**config.mk**
```make
export PLATFORM = sky130hd
export DESIGN_NAME = apb_multi_slave_master
export DESIGN_NICKNAME = d
export VERILOG_FILES = /design/src/rtl/apb_pkg.sv /design/src/rtl/apb_addr_decoder.sv /design/src/rtl/apb_multi_slave_master.sv
export SDC_FILE = /design/constraint.sdc
export NUM_CORES = 1
export LEC_CHECK = 0
export BUFFER_PORTS_ARGS = -buffer_cell sky130_fd_sc_hd__buf_2
export CAP_MARGIN = 30
export CELL_PAD_IN_SITES_DETAIL_PLACEMENT = 1
export CELL_PAD_IN_SITES_GLOBAL_PLACEMENT = 1
export CORE_AREA = 3 3 135 137
export DETAILED_ROUTE_END_ITERATION = 8
export DIE_AREA = 0 0 138 140
export MAX_ROUTING_LAYER = met4
export PLACE_DENSITY_LB_ADDON = 0.1
export SETUP_SLACK_MARGIN = 0.1
export SLEW_MARGIN = 30
export SYNTH_ARGS = -nofsm -noshare
export SYNTH_HDL_FRONTEND = slang
export SYNTH_SLANG_ARGS = --single-unit
```
**constraint.sdc**
```tcl
create_clock -name PCLK -period 2.28 [get_ports PCLK]
set_input_delay 0.114 -clock PCLK [delete_from_list [all_inputs] [get_ports PCLK]]
set_output_delay 0.114 -clock PCLK [all_outputs]
set_load 0.02 [all_outputs]
```
**src/rtl/apb_pkg.sv**
```systemverilog
// Shared definitions for the APB multi-slave requester: FSM state type and
// default width constants used as parameter defaults by the other files.
package apb_pkg;

  typedef enum logic [1:0] {
    IDLE   = 2'd0,
    SETUP  = 2'd1,
    ACCESS = 2'd2,
    RESP   = 2'd3
  } apb_state_e;

  localparam int DEF_ADDR_W          = 32;
  localparam int DEF_DATA_W          = 32;
  localparam int DEF_NUM_SLAVES      = 4;
  localparam int DEF_SLAVE_ADDR_BITS = 12;
  localparam int DEF_TIMEOUT_CYCLES  = 16;

endpackage

```
**src/rtl/apb_addr_decoder.sv**
```systemverilog
// Address decoder: each completer owns a 2^SLAVE_ADDR_BITS byte window.
// The window index selects one PSEL bit; an index past the last completer
// produces no select and raises dec_err instead.
module apb_addr_decoder
  import apb_pkg::*;
#(
  parameter int ADDR_W          = DEF_ADDR_W,
  parameter int NUM_SLAVES      = DEF_NUM_SLAVES,
  parameter int SLAVE_ADDR_BITS = DEF_SLAVE_ADDR_BITS
) (
  input  logic [ADDR_W-1:0]     addr,
  output logic [NUM_SLAVES-1:0] sel,
  output logic                  dec_err
);

  logic [ADDR_W-1:0] index;

  assign index   = addr >> SLAVE_ADDR_BITS;
  assign dec_err = (index >= ADDR_W'(NUM_SLAVES));

  // One-hot select from the window index; stays all-zero on a decode error
  always_comb begin
    sel = '0;
    for (int i = 0; i < NUM_SLAVES; i++) begin
      if (index == ADDR_W'(i)) sel[i] = 1'b1;
    end
  end

endmodule

```
**src/rtl/apb_multi_slave_master.sv**
```systemverilog
// APB requester fanning out to NUM_SLAVES completers.
// One request at a time: IDLE -> SETUP -> ACCESS (wait states) -> RESP.
// Optional macro APB_TIMEOUT_EN bounds the ACCESS wait to TIMEOUT_CYCLES.
module apb_multi_slave_master
  import apb_pkg::*;
#(
  parameter int ADDR_W          = DEF_ADDR_W,
  parameter int DATA_W          = DEF_DATA_W,
  parameter int NUM_SLAVES      = DEF_NUM_SLAVES,
  parameter int SLAVE_ADDR_BITS = DEF_SLAVE_ADDR_BITS,
  parameter int TIMEOUT_CYCLES  = DEF_TIMEOUT_CYCLES,
  parameter int STRB_W          = DATA_W / 8
) (
  input  logic                         PCLK,
  input  logic                         PRESETn,
  input  logic                         req_valid,
  output logic                         req_ready,
  input  logic                         req_write,
  input  logic [ADDR_W-1:0]            req_addr,
  input  logic [DATA_W-1:0]            req_wdata,
  input  logic [STRB_W-1:0]            req_strb,
  output logic                         rsp_valid,
  output logic [DATA_W-1:0]            rsp_rdata,
  output logic                         rsp_err,
  output logic [NUM_SLAVES-1:0]        PSEL,
  output logic                         PENABLE,
  output logic                         PWRITE,
  output logic [ADDR_W-1:0]            PADDR,
  output logic [DATA_W-1:0]            PWDATA,
  output logic [STRB_W-1:0]            PSTRB,
  input  logic [NUM_SLAVES*DATA_W-1:0] PRDATA,
  input  logic [NUM_SLAVES-1:0]        PREADY,
  input  logic [NUM_SLAVES-1:0]        PSLVERR
);

  apb_state_e state, next_state;

  logic [NUM_SLAVES-1:0] sel_q;
  logic [ADDR_W-1:0]     addr_q;
  logic [DATA_W-1:0]     wdata_q;
  logic [STRB_W-1:0]     strb_q;
  logic                  write_q;
  logic [DATA_W-1:0]     rdata_q;
  logic                  err_q;

  logic [NUM_SLAVES-1:0] dec_sel;
  logic                  dec_err;
  logic                  handshake;
  logic                  pready_sel;
  logic                  pslverr_sel;
  logic [DATA_W-1:0]     prdata_sel;
  logic                  timeout_hit;

  apb_addr_decoder #(
    .ADDR_W          (ADDR_W),
    .NUM_SLAVES      (NUM_SLAVES),
    .SLAVE_ADDR_BITS (SLAVE_ADDR_BITS)
  ) u_decoder (
    .addr    (req_addr),
    .sel     (dec_sel),
    .dec_err (dec_err)
  );

  // Ready only in IDLE and never while reset is asserted
  assign req_ready = PRESETn && (state == IDLE);
  assign handshake = req_valid && req_ready;

  // Only the selected completer's handshake signals matter
  assign pready_sel  = |(PREADY & sel_q);
  assign pslverr_sel = |(PSLVERR & sel_q);

  // Read-data mux driven by the registered one-hot select
  always_comb begin
    prdata_sel = '0;
    for (int i = 0; i < NUM_SLAVES; i++) begin
      if (sel_q[i]) prdata_sel = prdata_sel | PRDATA[i*DATA_W +: DATA_W];
    end
  end

`ifdef APB_TIMEOUT_EN
  localparam int CNT_W = $clog2(TIMEOUT_CYCLES + 1);

  logic [CNT_W-1:0] wait_cnt;

  // Count ACCESS cycles spent waiting; cleared whenever outside ACCESS
  always_ff @(posedge PCLK or negedge PRESETn) begin
    if (!PRESETn) begin
      wait_cnt <= '0;
    end else if (state != ACCESS) begin
      wait_cnt <= '0;
    end else if (!pready_sel) begin
      wait_cnt <= wait_cnt + 1'b1;
    end
  end

  assign timeout_hit = (state == ACCESS) && !pready_sel &&
                       (wait_cnt == CNT_W'(TIMEOUT_CYCLES - 1));
`else
  assign timeout_hit = 1'b0;
`endif

  // FSM state register
  always_ff @(posedge PCLK or negedge PRESETn) begin
    if (!PRESETn) state <= IDLE;
    else          state <= next_state;
  end

  // Next-state logic; a decode error skips the APB phases entirely
  always_comb begin
    next_state = state;
    case (state)
      IDLE:    if (handshake) next_state = dec_err ? RESP : SETUP;
      SETUP:   next_state = ACCESS;
      ACCESS:  if (pready_sel || timeout_hit) next_state = RESP;
      RESP:    next_state = IDLE;
      default: next_state = IDLE;
    endcase
  end

  // Request capture at handshake and response capture at the end of ACCESS
  always_ff @(posedge PCLK or negedge PRESETn) begin
    if (!PRESETn) begin
      sel_q   <= '0;
      addr_q  <= '0;
      wdata_q <= '0;
      strb_q  <= '0;
      write_q <= 1'b0;
      rdata_q <= '0;
      err_q   <= 1'b0;
    end else if (handshake) begin
      sel_q   <= dec_sel;
      addr_q  <= req_addr;
      wdata_q <= req_wdata;
      strb_q  <= req_strb;
      write_q <= req_write;
      rdata_q <= '0;
      err_q   <= dec_err;
    end else if (state == ACCESS && pready_sel) begin
      rdata_q <= write_q ? '0 : prdata_sel;
      err_q   <= pslverr_sel;
    end else if (timeout_hit) begin
      rdata_q <= '0;
      err_q   <= 1'b1;
    end
  end

  assign PSEL      = (state == SETUP || state == ACCESS) ? sel_q : '0;
  assign PENABLE   = (state == ACCESS);
  assign PWRITE    = write_q;
  assign PADDR     = addr_q;
  assign PWDATA    = write_q ? wdata_q : '0;
  assign PSTRB     = write_q ? strb_q : '0;
  assign rsp_valid = (state == RESP);
  assign rsp_rdata = rdata_q;
  assign rsp_err   = err_q;

endmodule

```
==> impl_metrics.prom, run 1 <==
# TYPE chip_impl_metric gauge
chip_impl_metric{name="ctsHtreeMaxLevel",unit=""} 3
chip_impl_metric{name="met1_usage",unit="%"} 25.4
chip_impl_metric{name="grt_first_pass_wirelength",unit="um"} 33300
chip_impl_metric{name="number_of_fill_cells_in_the_layout",unit=""} 2044
chip_impl_metric{name="vias_in_the_first_global_route",unit=""} 6014
chip_impl_metric{name="timing_hold_violations_final",unit=""} 0
chip_impl_metric{name="placement.cell_area",unit="mm2"} 0.00705
chip_impl_metric{name="port-buffer-count",unit=""} 316
chip_impl_metric{name="io_pins",unit=""} 317
chip_impl_metric{name="number_of_cts_inserted_buffers",unit=""} 9
chip_impl_metric{name="synth_seq_cells",unit=""} 108
chip_impl_info{name="crit_type",value="flip-flop to flip-flop"} 1
chip_impl_metric{name="fp.dieArea",unit="mm2"} 0.0193
chip_impl_metric{name="grt_util_all_layers",unit="%"} 22.1
chip_impl_metric{name="global_route.usage.met2",unit="%"} 39.3
chip_impl_metric{name="grtUsageMet3",unit="%"} 4.10
chip_impl_metric{name="critPathMaxStageDelay",unit="ns"} 0.44
chip_impl_metric{name="peakVddDrop",unit="uV"} 342
chip_impl_metric{name="synth.yosys.seq_area_share",unit="%"} 50.9
chip_impl_metric{name="detailedRoute.firstIterationViolations",unit=""} 151
chip_impl_metric{name="nets_finish",unit=""} 1115
chip_impl_metric{name="setup_tns",unit="ns"} 0
chip_impl_metric{name="netlist_instances",unit=""} 539
chip_impl_metric{name="critPathRequiredTime",unit="ns"} 2.55
chip_impl_info{name="layout.cells.most_common_list",value="sky130_fd_sc_hd__buf_2, sky130_fd_sc_hd__nand2_1, sky130_fd_sc_hd__dfrtp_1, sky130_fd_sc_hd__dlygate4sd3_1, sky130_fd_sc_hd__and2_1"} 1
chip_impl_metric{name="gp_routability_congestion",unit=""} 0.919
chip_impl_info{name="worst_path_dominant_cell_family",value="simple AND/OR/NAND/NOR gates"} 1
chip_impl_metric{name="yosysUniqueCellTypes",unit=""} 33
chip_impl_metric{name="ys_warn_count",unit=""} 0
chip_impl_metric{name="final_layout_size_suffix_gt1_share",unit="%"} 42.4
chip_impl_metric{name="antennaDiodeCount",unit=""} 0
chip_impl_info{name="status",value="complete, no violations"} 1
chip_impl_metric{name="clockBufferDepth",unit=""} 2
chip_impl_metric{name="core_region_area",unit="mm2"} 0.0172
chip_impl_metric{name="max_freq",unit="MHz"} 514
chip_impl_metric{name="insertion_delay",unit="ns"} 0.35
chip_impl_metric{name="cp_max_fo",unit=""} 32
chip_impl_metric{name="clkSlewWorstSetupHoldPaths",unit="ns"} 0.07
chip_impl_metric{name="average_wire_length_per_cell_after_detail_routing",unit="um"} 18.9
chip_impl_metric{name="final-setup-viol-count",unit=""} 0
chip_impl_metric{name="clock_skew",unit="ns"} 0.00868
chip_impl_metric{name="die_height",unit="um"} 140
chip_impl_metric{name="drc",unit=""} 0
chip_impl_metric{name="area_delta_synth_final",unit="%"} 51.9
chip_impl_metric{name="floorplan.initialDensity",unit="%"} 30.9
chip_impl_metric{name="worst-endpoint-arrival",unit="ns"} 2.21
chip_impl_metric{name="clock-sinks",unit=""} 108
chip_impl_metric{name="drv_slew",unit=""} 0
chip_impl_metric{name="power.density_cell_area",unit="mW/mm2"} 481
chip_impl_metric{name="dp_worst_setup_slack",unit="ns"} 0.224
chip_impl_info{name="tritoncts",value="built"} 1
chip_impl_info{name="timing.critical_path.slowest_stage_cell",value="sky130_fd_sc_hd__or3_2"} 1
chip_impl_info{name="mostFrequentLayoutCell",value="sky130_fd_sc_hd__buf_2"} 1
chip_impl_metric{name="post_cts_setup_buffer_count",unit=""} 0
chip_impl_metric{name="path_buf_inv",unit=""} 2
chip_impl_metric{name="grt_max_degree",unit=""} 84
chip_impl_metric{name="syn_area",unit="mm2"} 0.00531
chip_impl_metric{name="finished_layout_cell_area",unit="mm2"} 0.00807
chip_impl_metric{name="total_leakage_power",unit="nW"} 4.42
chip_impl_metric{name="finalWorstPathRequiredPeriod",unit="ns"} 1.94
chip_impl_metric{name="worst_pin_slew",unit="ns"} 0.774
chip_impl_info{name="category_of_the_worst_setup_path_capture_point",value="flip-flop"} 1
chip_impl_metric{name="globalRouteOverflowTotal",unit=""} 0
chip_impl_info{name="cts.root.buffer_cell",value="sky130_fd_sc_hd__clkbuf_16"} 1
chip_impl_info{name="setup_repair_after_global_routing_missed_its_margin",value="false"} 1
chip_impl_info{name="cell_by_cell_listing_of_the_critical_path",value="inv_1, ha_1, and3_2, or3_2, buf_4, o2bb2ai_1"} 1
chip_impl_metric{name="die_width",unit="um"} 138
chip_impl_metric{name="setup_slack",unit="ns"} 0.335
chip_impl_metric{name="multi_input_comb_area",unit="mm2"} 0.00237
chip_impl_metric{name="std_cell_rows",unit=""} 48
chip_impl_metric{name="hpwl",unit="um"} 15500
chip_impl_metric{name="route.detailed.vias_per_inst",unit=""} 4.84
chip_impl_info{name="startpoint_type",value="flip-flop"} 1
chip_impl_metric{name="regArea",unit="mm2"} 0.00270
chip_impl_metric{name="routed-via-count",unit=""} 5486
chip_impl_info{name="grt.busiest_layer",value="met2"} 1
chip_impl_metric{name="detail_route.wirelength",unit="um"} 21400
chip_impl_metric{name="antenna_violating_nets_post_route",unit=""} 0
chip_impl_metric{name="drt_first_pass_iters",unit=""} 4
chip_impl_metric{name="post_synth.cell_area_avg",unit="um2"} 9.86
chip_impl_metric{name="syn_nets",unit=""} 751
chip_impl_metric{name="final_min_period_over_clock_period",unit="%"} 85.3
chip_impl_metric{name="number_of_antenna_violations_at_the_first_check_in_global_routing",unit=""} 0
chip_impl_metric{name="cap_viol_max_count",unit=""} 0
chip_impl_info{name="hold_path.class",value="input pin to flip-flop"} 1
chip_impl_metric{name="relSlewSlack",unit="%"} 48.4
==> kinds of logic (layout without fill, tap and decap cells) <==
family                     Yosys count  in the layout  share of synthesized area (%)
and+or+nand+nor                    268            268                           21.7
DFF                                108            108                           50.9
adders and majority gates            4              4                          0.942
AOI/OAI and AO/OA                  111            111                           21.8
buffers and inverters               48            417                           4.73
==> report_power, final <==
part           total [mW]  internal [mW]  leakage [nW]  switching [mW]
clock                1.64          0.893         0.150           0.743
combinational       0.335          0.208          2.77           0.128
sequential           1.91           1.91          1.50               0
==> sequential cells by signal, indices dropped and copies added (netlist names) <==
name and cells:
PWRITE 1, sel_q 4, wdata_q 32, rsp_err 1, state 2, rsp_rdata 32
strb_q 4, PADDR 32
==> worst reg2reg max path: cells and delay by family, from the launching register on <==
kind | cells | cell delay (ns)
adder cells (fa/ha/maj) | 1 | 0.24
AND/OR/NAND/NOR | 2 | 0.67
flip-flops | 1 | 0.37
AO/OA/AOI/OAI | 1 | 0.21
buffers and inverters | 2 | 0.38
==> path summary, 6_finish.rpt <==
| path | start | to | slack (ns) | cells after the start |
|---|---|---|---|---|
| max in group asynchronous | PRESETn | PADDR[18] | 1.19 | 3 |
| setup reg to reg | state[0] | rsp_rdata[0] | 0.34 | 6 |
| hold / removal | req_addr[31] | PADDR[31] | 0.02 | 3 |
| setup / recovery | state[0] | rsp_rdata[0] | 0.34 | 6 |
| min in group asynchronous | PRESETn | PADDR[7] | 0.42 | 3 |
| hold reg to reg | wdata_q[9] | wdata_q[9] | 0.47 | 2 |
==> cells in the mapped netlist (all sizes together) <==
| cell | instances | area, um2 |
|---|---|---|
| nor3 | 2 | 21.3 |
| a211oi | 1 | 7.51 |
| o31ai | 2 | 15.0 |
| dfrtp | 108 | 2700 |
| clkbuf | 26 | 97.6 |
| and3 | 3 | 20.0 |
| nand3 | 1 | 5.00 |
| a21oi | 1 | 8.76 |
| nor2 | 2 | 7.51 |
| a221oi | 33 | 289 |
| or3 | 1 | 6.26 |
| o21ai | 3 | 18.8 |
| or4 | 1 | 11.3 |
| o2bb2ai | 32 | 468 |
| inv | 4 | 15.0 |
| nand2 | 213 | 800 |
| buf | 18 | 139 |
| ha | 4 | 50.1 |
| o22ai | 1 | 6.26 |
| a22o | 35 | 308 |
| nor4 | 3 | 18.8 |
| and2 | 42 | 263 |
| o41ai | 1 | 16.3 |
| a311o | 1 | 10.0 |
| o32a | 1 | 10.0 |
==> timing repair <==
item,in CTS,in global routing
hold buffers,69,0
resized for setup,0,1
setup endpoints to repair,0,2
hold endpoints to repair,177,0
==> area by class of cell <==
cell class / count / area share, %
Sequential cell: 108 / 33.5
Tap cell: 225 / 3.49
Clock buffer: 10 / 2.96
Clock inverter: 6 / 0.853
Timing Repair Buffer: 397 / 29.7
Multi-Input combinational cell: 383 / 29.3
Inverter: 4 / 0.186
==> metal layers <==
| layer | vias to the layer above | part of all wire, % |
|---|---|---|
| met3 | 29 | 5.7 |
| met2 | 217 | 52 |
| met4 | 0 | 2.3 |
| met1 | 2654 | 40 |
| li1 | 2586 | - |
| met5 | - | 0 |
==> metrics by stage <==
stage / power (mW) / hold WS [ns] / instances / util [%]
2_1_floorplan: 1.96 / -0.182 / 539 / -
3_3_place_gp: 2.19 / 0.146 / 1047 / 41.0
3_5_place_dp: 2.19 / 0.171 / 1047 / 41.0
4_1_cts: 3.94 / 0.0109 / 1132 / 46.8
5_1_grt: 4.05 / 0.0252 / 1133 / 47.0
6_report: 3.88 / 0.0241 / 1133 / 47.0
Power figures use the tool's default switching activity.
==> inputs of run 2 (changes only) <==
==> constraint.sdc (replaced) <==
create_clock -name PCLK -period 2.28 [get_ports PCLK]
set_input_delay 0.342 -clock PCLK [delete_from_list [all_inputs] [get_ports PCLK]]
set_output_delay 0.342 -clock PCLK [all_outputs]
set_load 0.02 [all_outputs]
==> impl_metrics.prom, run 2 (synthesis gave the netlist of run 1 again) <==
# TYPE chip_impl_metric gauge
chip_impl_info{name="status",value="complete, no violations"} 1
chip_impl_metric{name="grt_first_pass_wirelength",unit="um"} 31900
chip_impl_metric{name="grt_util_all_layers",unit="%"} 21.2
chip_impl_metric{name="max_freq",unit="MHz"} 483
chip_impl_metric{name="sw_frac_of_total",unit="%"} 21.9
chip_impl_metric{name="antenna_violating_nets_post_route",unit=""} 0
chip_impl_metric{name="clock-sinks",unit=""} 108
chip_impl_metric{name="nets_finish",unit=""} 1050
chip_impl_info{name="cell_by_cell_listing_of_the_critical_path",value="dlygate4sd3_1, buf_4, and3_2, or3_2, buf_6, o2bb2ai_1"} 1
chip_impl_metric{name="peakVddDrop",unit="uV"} 300
chip_impl_metric{name="number_of_fill_cells_in_the_layout",unit=""} 2100
chip_impl_metric{name="core_region_area",unit="mm2"} 0.0172
chip_impl_info{name="cp-startpoint",value="PRESETn"} 1
chip_impl_metric{name="timing_hold_violations_final",unit=""} 0
chip_impl_metric{name="ctsHtreeMaxLevel",unit=""} 3
chip_impl_metric{name="routed-via-count",unit=""} 5157
chip_impl_metric{name="drt_first_pass_iters",unit=""} 4
chip_impl_metric{name="detailedRoute.firstIterationViolations",unit=""} 176
chip_impl_metric{name="gp_routability_congestion",unit=""} 0.944
chip_impl_info{name="crit_type",value="input pin to flip-flop"} 1
chip_impl_info{name="worst_path_dominant_cell_family",value="buffers and inverters"} 1
chip_impl_metric{name="floorplan.initialDensity",unit="%"} 30.9
chip_impl_metric{name="relSlewSlack",unit="%"} 45.2
chip_impl_metric{name="hpwl",unit="um"} 16000
chip_impl_metric{name="clkSlewWorstSetupHoldPaths",unit="ns"} 0.07
chip_impl_metric{name="clock_skew",unit="ns"} 0.00590
chip_impl_info{name="hold_path.class",value="input pin to flip-flop"} 1
chip_impl_metric{name="worst_pin_slew",unit="ns"} 0.822
chip_impl_metric{name="std_cell_rows",unit=""} 48
chip_impl_metric{name="io_pins",unit=""} 317
chip_impl_info{name="layout.cells.most_common_list",value="sky130_fd_sc_hd__buf_2, sky130_fd_sc_hd__nand2_1, sky130_fd_sc_hd__dfrtp_1, sky130_fd_sc_hd__and2_1, sky130_fd_sc_hd__a22o_1"} 1
chip_impl_info{name="cts.root.buffer_cell",value="sky130_fd_sc_hd__clkbuf_16"} 1
chip_impl_info{name="startpoint_type",value="input pin"} 1
chip_impl_metric{name="cap_viol_max_count",unit=""} 0
chip_impl_metric{name="globalRouteOverflowTotal",unit=""} 0
chip_impl_metric{name="die_width",unit="um"} 138
chip_impl_info{name="hp-start",value="req_wdata[9]"} 1
chip_impl_metric{name="drv_slew",unit=""} 0
chip_impl_metric{name="critPathRequiredTime",unit="ns"} 2.54
chip_impl_metric{name="vias_in_the_first_global_route",unit=""} 5671
chip_impl_metric{name="insertion_delay",unit="ns"} 0.34
chip_impl_metric{name="area_delta_synth_final",unit="%"} 38.6
chip_impl_metric{name="number_of_cts_inserted_buffers",unit=""} 9
chip_impl_metric{name="clockBufferDepth",unit=""} 2
chip_impl_metric{name="internal_power",unit="mW"} 2.79
chip_impl_metric{name="number_of_antenna_violations_at_the_first_check_in_global_routing",unit=""} 0
chip_impl_info{name="crit-reg2reg-launch",value="state[0]"} 1
chip_impl_metric{name="port-buffer-count",unit=""} 316
chip_impl_metric{name="route.detailed.vias_per_inst",unit=""} 4.83
chip_impl_metric{name="detail_route.wirelength",unit="um"} 20300
chip_impl_metric{name="critPathMaxStageDelay",unit="ns"} 0.58
chip_impl_info{name="timing.critical_path.slowest_stage_cell",value="sky130_fd_sc_hd__dlygate4sd3_1"} 1
chip_impl_metric{name="cp_max_fo",unit=""} 32
chip_impl_metric{name="regArea",unit="mm2"} 0.00270
chip_impl_info{name="setup_repair_after_global_routing_missed_its_margin",value="false"} 1
chip_impl_metric{name="antennaDiodeCount",unit=""} 0
chip_impl_metric{name="finalWorstPathRequiredPeriod",unit="ns"} 2.07
chip_impl_metric{name="hold_ws",unit="ns"} 0.188
chip_impl_info{name="tritoncts",value="built"} 1
chip_impl_metric{name="fp.dieArea",unit="mm2"} 0.0193
chip_impl_metric{name="combinationalPowerShare",unit="%"} 6.7
chip_impl_info{name="mostFrequentLayoutCell",value="sky130_fd_sc_hd__buf_2"} 1
chip_impl_metric{name="post_cts_setup_buffer_count",unit=""} 0
chip_impl_metric{name="p_seq_share",unit="%"} 53.7
chip_impl_metric{name="setup_tns",unit="ns"} 0
chip_impl_metric{name="netSwitchingPower",unit="mW"} 0.782
chip_impl_metric{name="clockPowerShare",unit="%"} 39.6
chip_impl_metric{name="average_wire_length_per_cell_after_detail_routing",unit="um"} 19.0
chip_impl_metric{name="final_layout_size_suffix_gt1_share",unit="%"} 45.7
chip_impl_metric{name="multi_input_comb_area",unit="mm2"} 0.00237
chip_impl_metric{name="total_leakage_power",unit="nW"} 4.14
chip_impl_metric{name="final_min_period_over_clock_period",unit="%"} 90.9
chip_impl_metric{name="drc",unit=""} 0
chip_impl_metric{name="grt_max_degree",unit=""} 88
chip_impl_metric{name="worst-endpoint-arrival",unit="ns"} 2.33
chip_impl_metric{name="power.density_cell_area",unit="mW/mm2"} 484
chip_impl_metric{name="path_buf_inv",unit=""} 3
chip_impl_info{name="category_of_the_worst_setup_path_capture_point",value="flip-flop"} 1
chip_impl_metric{name="die_height",unit="um"} 140
chip_impl_metric{name="final-setup-viol-count",unit=""} 0
## run 2: worst register-to-register path: cells and delay by family (launching register included)
kind / cells / cell delay (ns)
AO/OA/AOI/OAI: 1 / 0.21
adder cells (fa/ha/maj): 1 / 0.24
AND/OR/NAND/NOR: 2 / 0.72
buffers and inverters: 2 / 0.32
flip-flops: 1 / 0.38
## run 2: final timing paths
check,end,slack [ns],cells after the start
worst max-delay path,rsp_rdata[0],0.21,6
worst min-delay path,wdata_q[9],0.19,3
worst max register to register,rsp_rdata[0],0.35,6
worst min register to register,strb_q[1],0.47,2
max in group asynchronous,wdata_q[21],0.64,3
min in group asynchronous,state[0],0.52,2
## run 2: routing by layer
layer  vias to the layer above  global-route usage (%)  part of all wire, %
met2                       196                    37.2                   51
met4                         0                    5.67                  1.2
met1                      2489                    24.8                   41
li1                       2455                       -                    -
met5                         -                       -                    0
met3                        17                    4.44                  6.1
## run 2: layout make-up
cell class                      count  share of cell area, %
Sequential cell                   108                   36.7
Multi-Input combinational cell    383                   32.1
Timing Repair Buffer              332                   23.6
Tap cell                          225                   3.82
Clock buffer                       12                   3.21
Clock inverter                      4                  0.357
Inverter                            4                  0.204
## run 2: what timing repair did
item	in CTS	in global routing
endpoints found under the hold margin	21	0
setup endpoints to repair	0	15
hold buffers	1	0
gates resized for setup	0	1
## run 2: power groups by stage
stage          Combinational [mW]  Clock, mW  Sequential, mW
4_1_cts                     0.246       1.48            1.91
3_3_place_gp                0.237          0            1.95
6_report                    0.241       1.41            1.91
3_5_place_dp                0.243          0            1.95
5_1_grt                     0.267       1.58            1.91
2_1_floorplan             0.00497          0            1.95
## run 2: per-stage QoR
step	setup slack, ns	cell area, um2	utilization (%)	power (mW)	cells
finish	0.209	7370	42.9	3.57	1068
CTS	0.122	7360	42.9	3.64	1068
global placement	0.393	7090	41.3	2.19	1051
global route	0.118	7370	42.9	3.76	1068
detailed placement	0.280	7090	41.3	2.20	1051
floorplan	0.522	5310	-	1.96	539
==> inputs of run 3 (changes only) <==
--- a/config.mk
+++ b/config.mk
@@ -9,13 +9,14 @@
 export CAP_MARGIN = 30
 export CELL_PAD_IN_SITES_DETAIL_PLACEMENT = 1
 export CELL_PAD_IN_SITES_GLOBAL_PLACEMENT = 1
-export CORE_AREA = 3 3 135 137
+export CORE_AREA = 3 3 131 133
 export DETAILED_ROUTE_END_ITERATION = 8
-export DIE_AREA = 0 0 138 140
-export MAX_ROUTING_LAYER = met4
+export DIE_AREA = 0 0 134 136
 export PLACE_DENSITY_LB_ADDON = 0.1
 export SETUP_SLACK_MARGIN = 0.1
 export SLEW_MARGIN = 30
 export SYNTH_ARGS = -nofsm -noshare
 export SYNTH_HDL_FRONTEND = slang
+export SYNTH_HIERARCHICAL = 1
 export SYNTH_SLANG_ARGS = --single-unit
+export TNS_END_PERCENT = 5
==> impl_metrics.prom, run 3 <==
# TYPE chip_impl_metric gauge
chip_impl_metric{name="grt_util_all_layers",unit="%"} 18.8
chip_impl_metric{name="grt_max_degree",unit=""} 109
chip_impl_metric{name="average_wire_length_per_cell_after_detail_routing",unit="um"} 19.2
chip_impl_metric{name="relSlewSlack",unit="%"} 61.5
chip_impl_metric{name="placement.cell_area",unit="mm2"} 0.00693
chip_impl_info{name="layout.cells.most_common_list",value="sky130_fd_sc_hd__buf_2, sky130_fd_sc_hd__dfrtp_1, sky130_fd_sc_hd__mux2_2, sky130_fd_sc_hd__and2_1"} 1
chip_impl_metric{name="worst_pin_slew",unit="ns"} 0.578
chip_impl_metric{name="ys_warn_count",unit=""} 6
chip_impl_metric{name="final_min_period_over_clock_period",unit="%"} 83.6
chip_impl_metric{name="final-setup-viol-count",unit=""} 0
chip_impl_metric{name="post_synth.cell_area_avg",unit="um2"} 13.2
chip_impl_info{name="setup_repair_after_global_routing_missed_its_margin",value="false"} 1
chip_impl_metric{name="syn_area",unit="mm2"} 0.00514
chip_impl_info{name="tritoncts",value="built"} 1
chip_impl_info{name="startpoint_type",value="flip-flop"} 1
chip_impl_metric{name="clock-sinks",unit=""} 108
chip_impl_metric{name="grt_first_pass_wirelength",unit="um"} 27100
chip_impl_metric{name="r2r.worst_path.cells",unit=""} 6
chip_impl_metric{name="syn_nets",unit=""} 602
chip_impl_metric{name="final_layout_size_suffix_gt1_share",unit="%"} 59.9
chip_impl_metric{name="globalRouteOverflowTotal",unit=""} 0
chip_impl_metric{name="hpwl",unit="um"} 13700
chip_impl_metric{name="clockBufferDepth",unit=""} 2
chip_impl_metric{name="hold_ws",unit="ns"} 0.100
chip_impl_metric{name="post_layout_nonfiller_instances",unit=""} 914
chip_impl_info{name="synth_top_cells_by_area",value="sky130_fd_sc_hd__dfrtp_1, sky130_fd_sc_hd__mux2_2, sky130_fd_sc_hd__a221oi_1"} 1
chip_impl_info{name="timing.critical_path.slowest_stage_cell",value="sky130_fd_sc_hd__dfrtp_1"} 1
chip_impl_metric{name="post_cts_setup_buffer_count",unit=""} 0
chip_impl_metric{name="nets_finish",unit=""} 905
chip_impl_metric{name="gp_routability_congestion",unit=""} 0.744
chip_impl_metric{name="drv_slew",unit=""} 0
chip_impl_metric{name="critPathMaxStageDelay",unit="ns"} 0.48
chip_impl_metric{name="synth_edf_count",unit=""} 0
chip_impl_metric{name="critPathRequiredTime",unit="ns"} 1.94
chip_impl_metric{name="synth.yosys.seq_area_share",unit="%"} 52.5
chip_impl_metric{name="finalWorstPathRequiredPeriod",unit="ns"} 1.91
chip_impl_metric{name="worst-endpoint-arrival",unit="ns"} 1.56
chip_impl_metric{name="peakVddDrop",unit="uV"} 592
chip_impl_metric{name="std_cell_rows",unit=""} 46
chip_impl_metric{name="power.density_cell_area",unit="mW/mm2"} 1020
chip_impl_metric{name="dpl.cell_count",unit=""} 898
chip_impl_info{name="synthMostInstantiatedCell",value="sky130_fd_sc_hd__dfrtp_1"} 1
chip_impl_metric{name="drt_first_pass_iters",unit=""} 4
chip_impl_info{name="reg2reg_to",value="rsp_rdata[21]"} 1
chip_impl_metric{name="timing_hold_violations_final",unit=""} 0
chip_impl_info{name="crit-reg2reg-launch",value="state[1]"} 1
chip_impl_metric{name="route.detailed.vias_per_inst",unit=""} 4.97
chip_impl_info{name="mostFrequentLayoutCell",value="sky130_fd_sc_hd__buf_2"} 1
chip_impl_info{name="postSynth.topFlopCell",value="sky130_fd_sc_hd__dfrtp_1"} 1
chip_impl_info{name="crit_type",value="flip-flop to output port"} 1
chip_impl_info{name="post-synth-top-area-cell",value="sky130_fd_sc_hd__dfrtp_1"} 1
chip_impl_metric{name="core_region_area",unit="mm2"} 0.0159
chip_impl_metric{name="synth_seq_cells",unit=""} 108
chip_impl_metric{name="number_of_fill_cells_in_the_layout",unit=""} 1822
chip_impl_info{name="critPathCapture",value="PSEL[0]"} 1
chip_impl_metric{name="yosys.area.top_type_share",unit="%"} 52.5
chip_impl_metric{name="cts_hold_buf",unit=""} 0
chip_impl_metric{name="ff2ff_setup_slack",unit="ns"} 0.51
chip_impl_metric{name="detailedRoute.firstIterationViolations",unit=""} 146
chip_impl_info{name="cp-startpoint",value="sel_q[0]"} 1
chip_impl_metric{name="antenna_violating_nets_post_route",unit=""} 0
chip_impl_info{name="status",value="complete, no violations"} 1
chip_impl_metric{name="cap_viol_max_count",unit=""} 0
chip_impl_metric{name="routed-via-count",unit=""} 4539
chip_impl_metric{name="total_leakage_power",unit="nW"} 3.69
chip_impl_info{name="cts.root.buffer_cell",value="sky130_fd_sc_hd__clkbuf_16"} 1
chip_impl_info{name="hold_path.class",value="input pin to asynchronous set/reset pin"} 1
chip_impl_metric{name="clock_skew",unit="ns"} 0.00789
chip_impl_metric{name="cp_max_fo",unit=""} 32
chip_impl_metric{name="ctsHtreeMaxLevel",unit=""} 3
chip_impl_metric{name="die_width",unit="um"} 134
chip_impl_metric{name="area_delta_synth_final",unit="%"} 40.6
chip_impl_metric{name="io_pins",unit=""} 317
chip_impl_metric{name="cts_resizes",unit=""} 0
chip_impl_metric{name="drc",unit=""} 0
chip_impl_info{name="synth_top_cells_by_count",value="sky130_fd_sc_hd__dfrtp_1, sky130_fd_sc_hd__mux2_2, sky130_fd_sc_hd__and2_1"} 1
chip_impl_metric{name="finished_layout_cell_area",unit="mm2"} 0.00724
chip_impl_metric{name="clkSlewWorstSetupHoldPaths",unit="ns"} 0.07
chip_impl_metric{name="insertion_delay",unit="ns"} 0.35
chip_impl_metric{name="async_reset_ff_share",unit="%"} 100
chip_impl_metric{name="detail_route.wirelength",unit="um"} 17500
chip_impl_metric{name="vias_in_the_first_global_route",unit=""} 4879
chip_impl_metric{name="port-buffer-count",unit=""} 316
chip_impl_metric{name="number_of_cts_inserted_buffers",unit=""} 9
chip_impl_metric{name="setup_tns",unit="ns"} 0
chip_impl_metric{name="floorplan.initialDensity",unit="%"} 32.3
chip_impl_metric{name="fp.dieArea",unit="mm2"} 0.0182
chip_impl_metric{name="netlist_instances",unit=""} 390
chip_impl_metric{name="die_height",unit="um"} 136
chip_impl_metric{name="max_freq",unit="MHz"} 525
chip_impl_metric{name="antennaDiodeCount",unit=""} 0
chip_impl_metric{name="yosysUniqueCellTypes",unit=""} 30
chip_impl_info{name="category_of_the_worst_setup_path_capture_point",value="output port"} 1
chip_impl_metric{name="number_of_antenna_violations_at_the_first_check_in_global_routing",unit=""} 2
chip_impl_info{name="cell_by_cell_listing_of_the_critical_path",value="buf_4, and2_1, buf_2"} 1
-- run 3: changes by cell type after synthesis, sizes merged, moves of 2 or more --
| cell | delta |
|---|---|
| mux2 | +74 |
| o21ai | -2 |
| mux2i | +2 |
| a22oi | +5 |
| nor4 | +3 |
| buf | +4 |
| o31ai | -2 |
| a22o | -3 |
| clkbuf | -14 |
| and3 | -3 |
| nand2 | -209 |
-- run 3: worst max-delay path, delay by kind of cell (launching register included) --
kind	cells	cell delay, ns
buf+inv	2	0.55
flops	1	0.48
simple gates	1	0.18
-- run 3: worst min-delay path by stage --
| stage | cells past startpoint | from | to | slack [ns] |
|---|---|---|---|---|
| 2_1_floorplan | 0 | PRESETn | PADDR[0] | 0.05 |
| 3_3_place_gp | 1 | strb_q[2] | strb_q[2] | 0.47 |
| 3_5_place_dp | 1 | rsp_rdata[30] | rsp_rdata[30] | 0.47 |
| 4_1_cts | 2 | PRESETn | PADDR[25] | 0.13 |
| 5_1_grt | 2 | PRESETn | state[0] | 0.15 |
| 6_report | 2 | PRESETn | PWRITE | 0.10 |
-- run 3: logic make-up (layout without fill, tap and decap cells) --
logic type,count (synthesis),in the layout,synth area share [%]
muxes,76,76,16.6
and+or+nand+nor,60,60,7.59
adders and majority gates,4,4,0.973
AOI/OAI and AO/OA,104,104,18.3
buffers and inverters,38,346,4.01
DFF,108,108,52.5
-- run 3: final cells by class --
cell class,instances,area [um2],area share [%]
Sequential cell,108,2700,37.4
Tap cell,216,270,3.74
Inverter,4,15.0,0.208
Clock inverter,7,82.6,1.14
Clock buffer,9,225,3.11
Timing Repair Buffer,326,1700,23.4
Multi-Input combinational cell,244,2240,31.0
-- run 3: layer usage --
layer	vias up	wire length (um)	part of all wire, %	global-route usage [%]
met2	205	8940	51	33.5
li1	2104	-	-	-
met1	2200	6660	38	21.2
met4	4	291	1.7	5.83
met3	26	1610	9.2	6.44
met5	-	34	0.19	0
-- run 3: power by group --
group          internal [mW]  switching [mW]
Sequential              2.55           0.287
Combinational           1.27            1.68
Clock                  0.872           0.745
Total                   4.69            2.71
-- run 3: per-stage QoR --
stage	total power [mW]	util [%]	setup WS [ns]
after floorplan	4.70	-	0.680
after global placement	5.79	43.5	0.520
after detailed placement	5.89	43.5	0.487
after CTS	7.55	45.4	0.357
after global routing	7.89	45.4	0.294
final	7.40	45.4	0.375
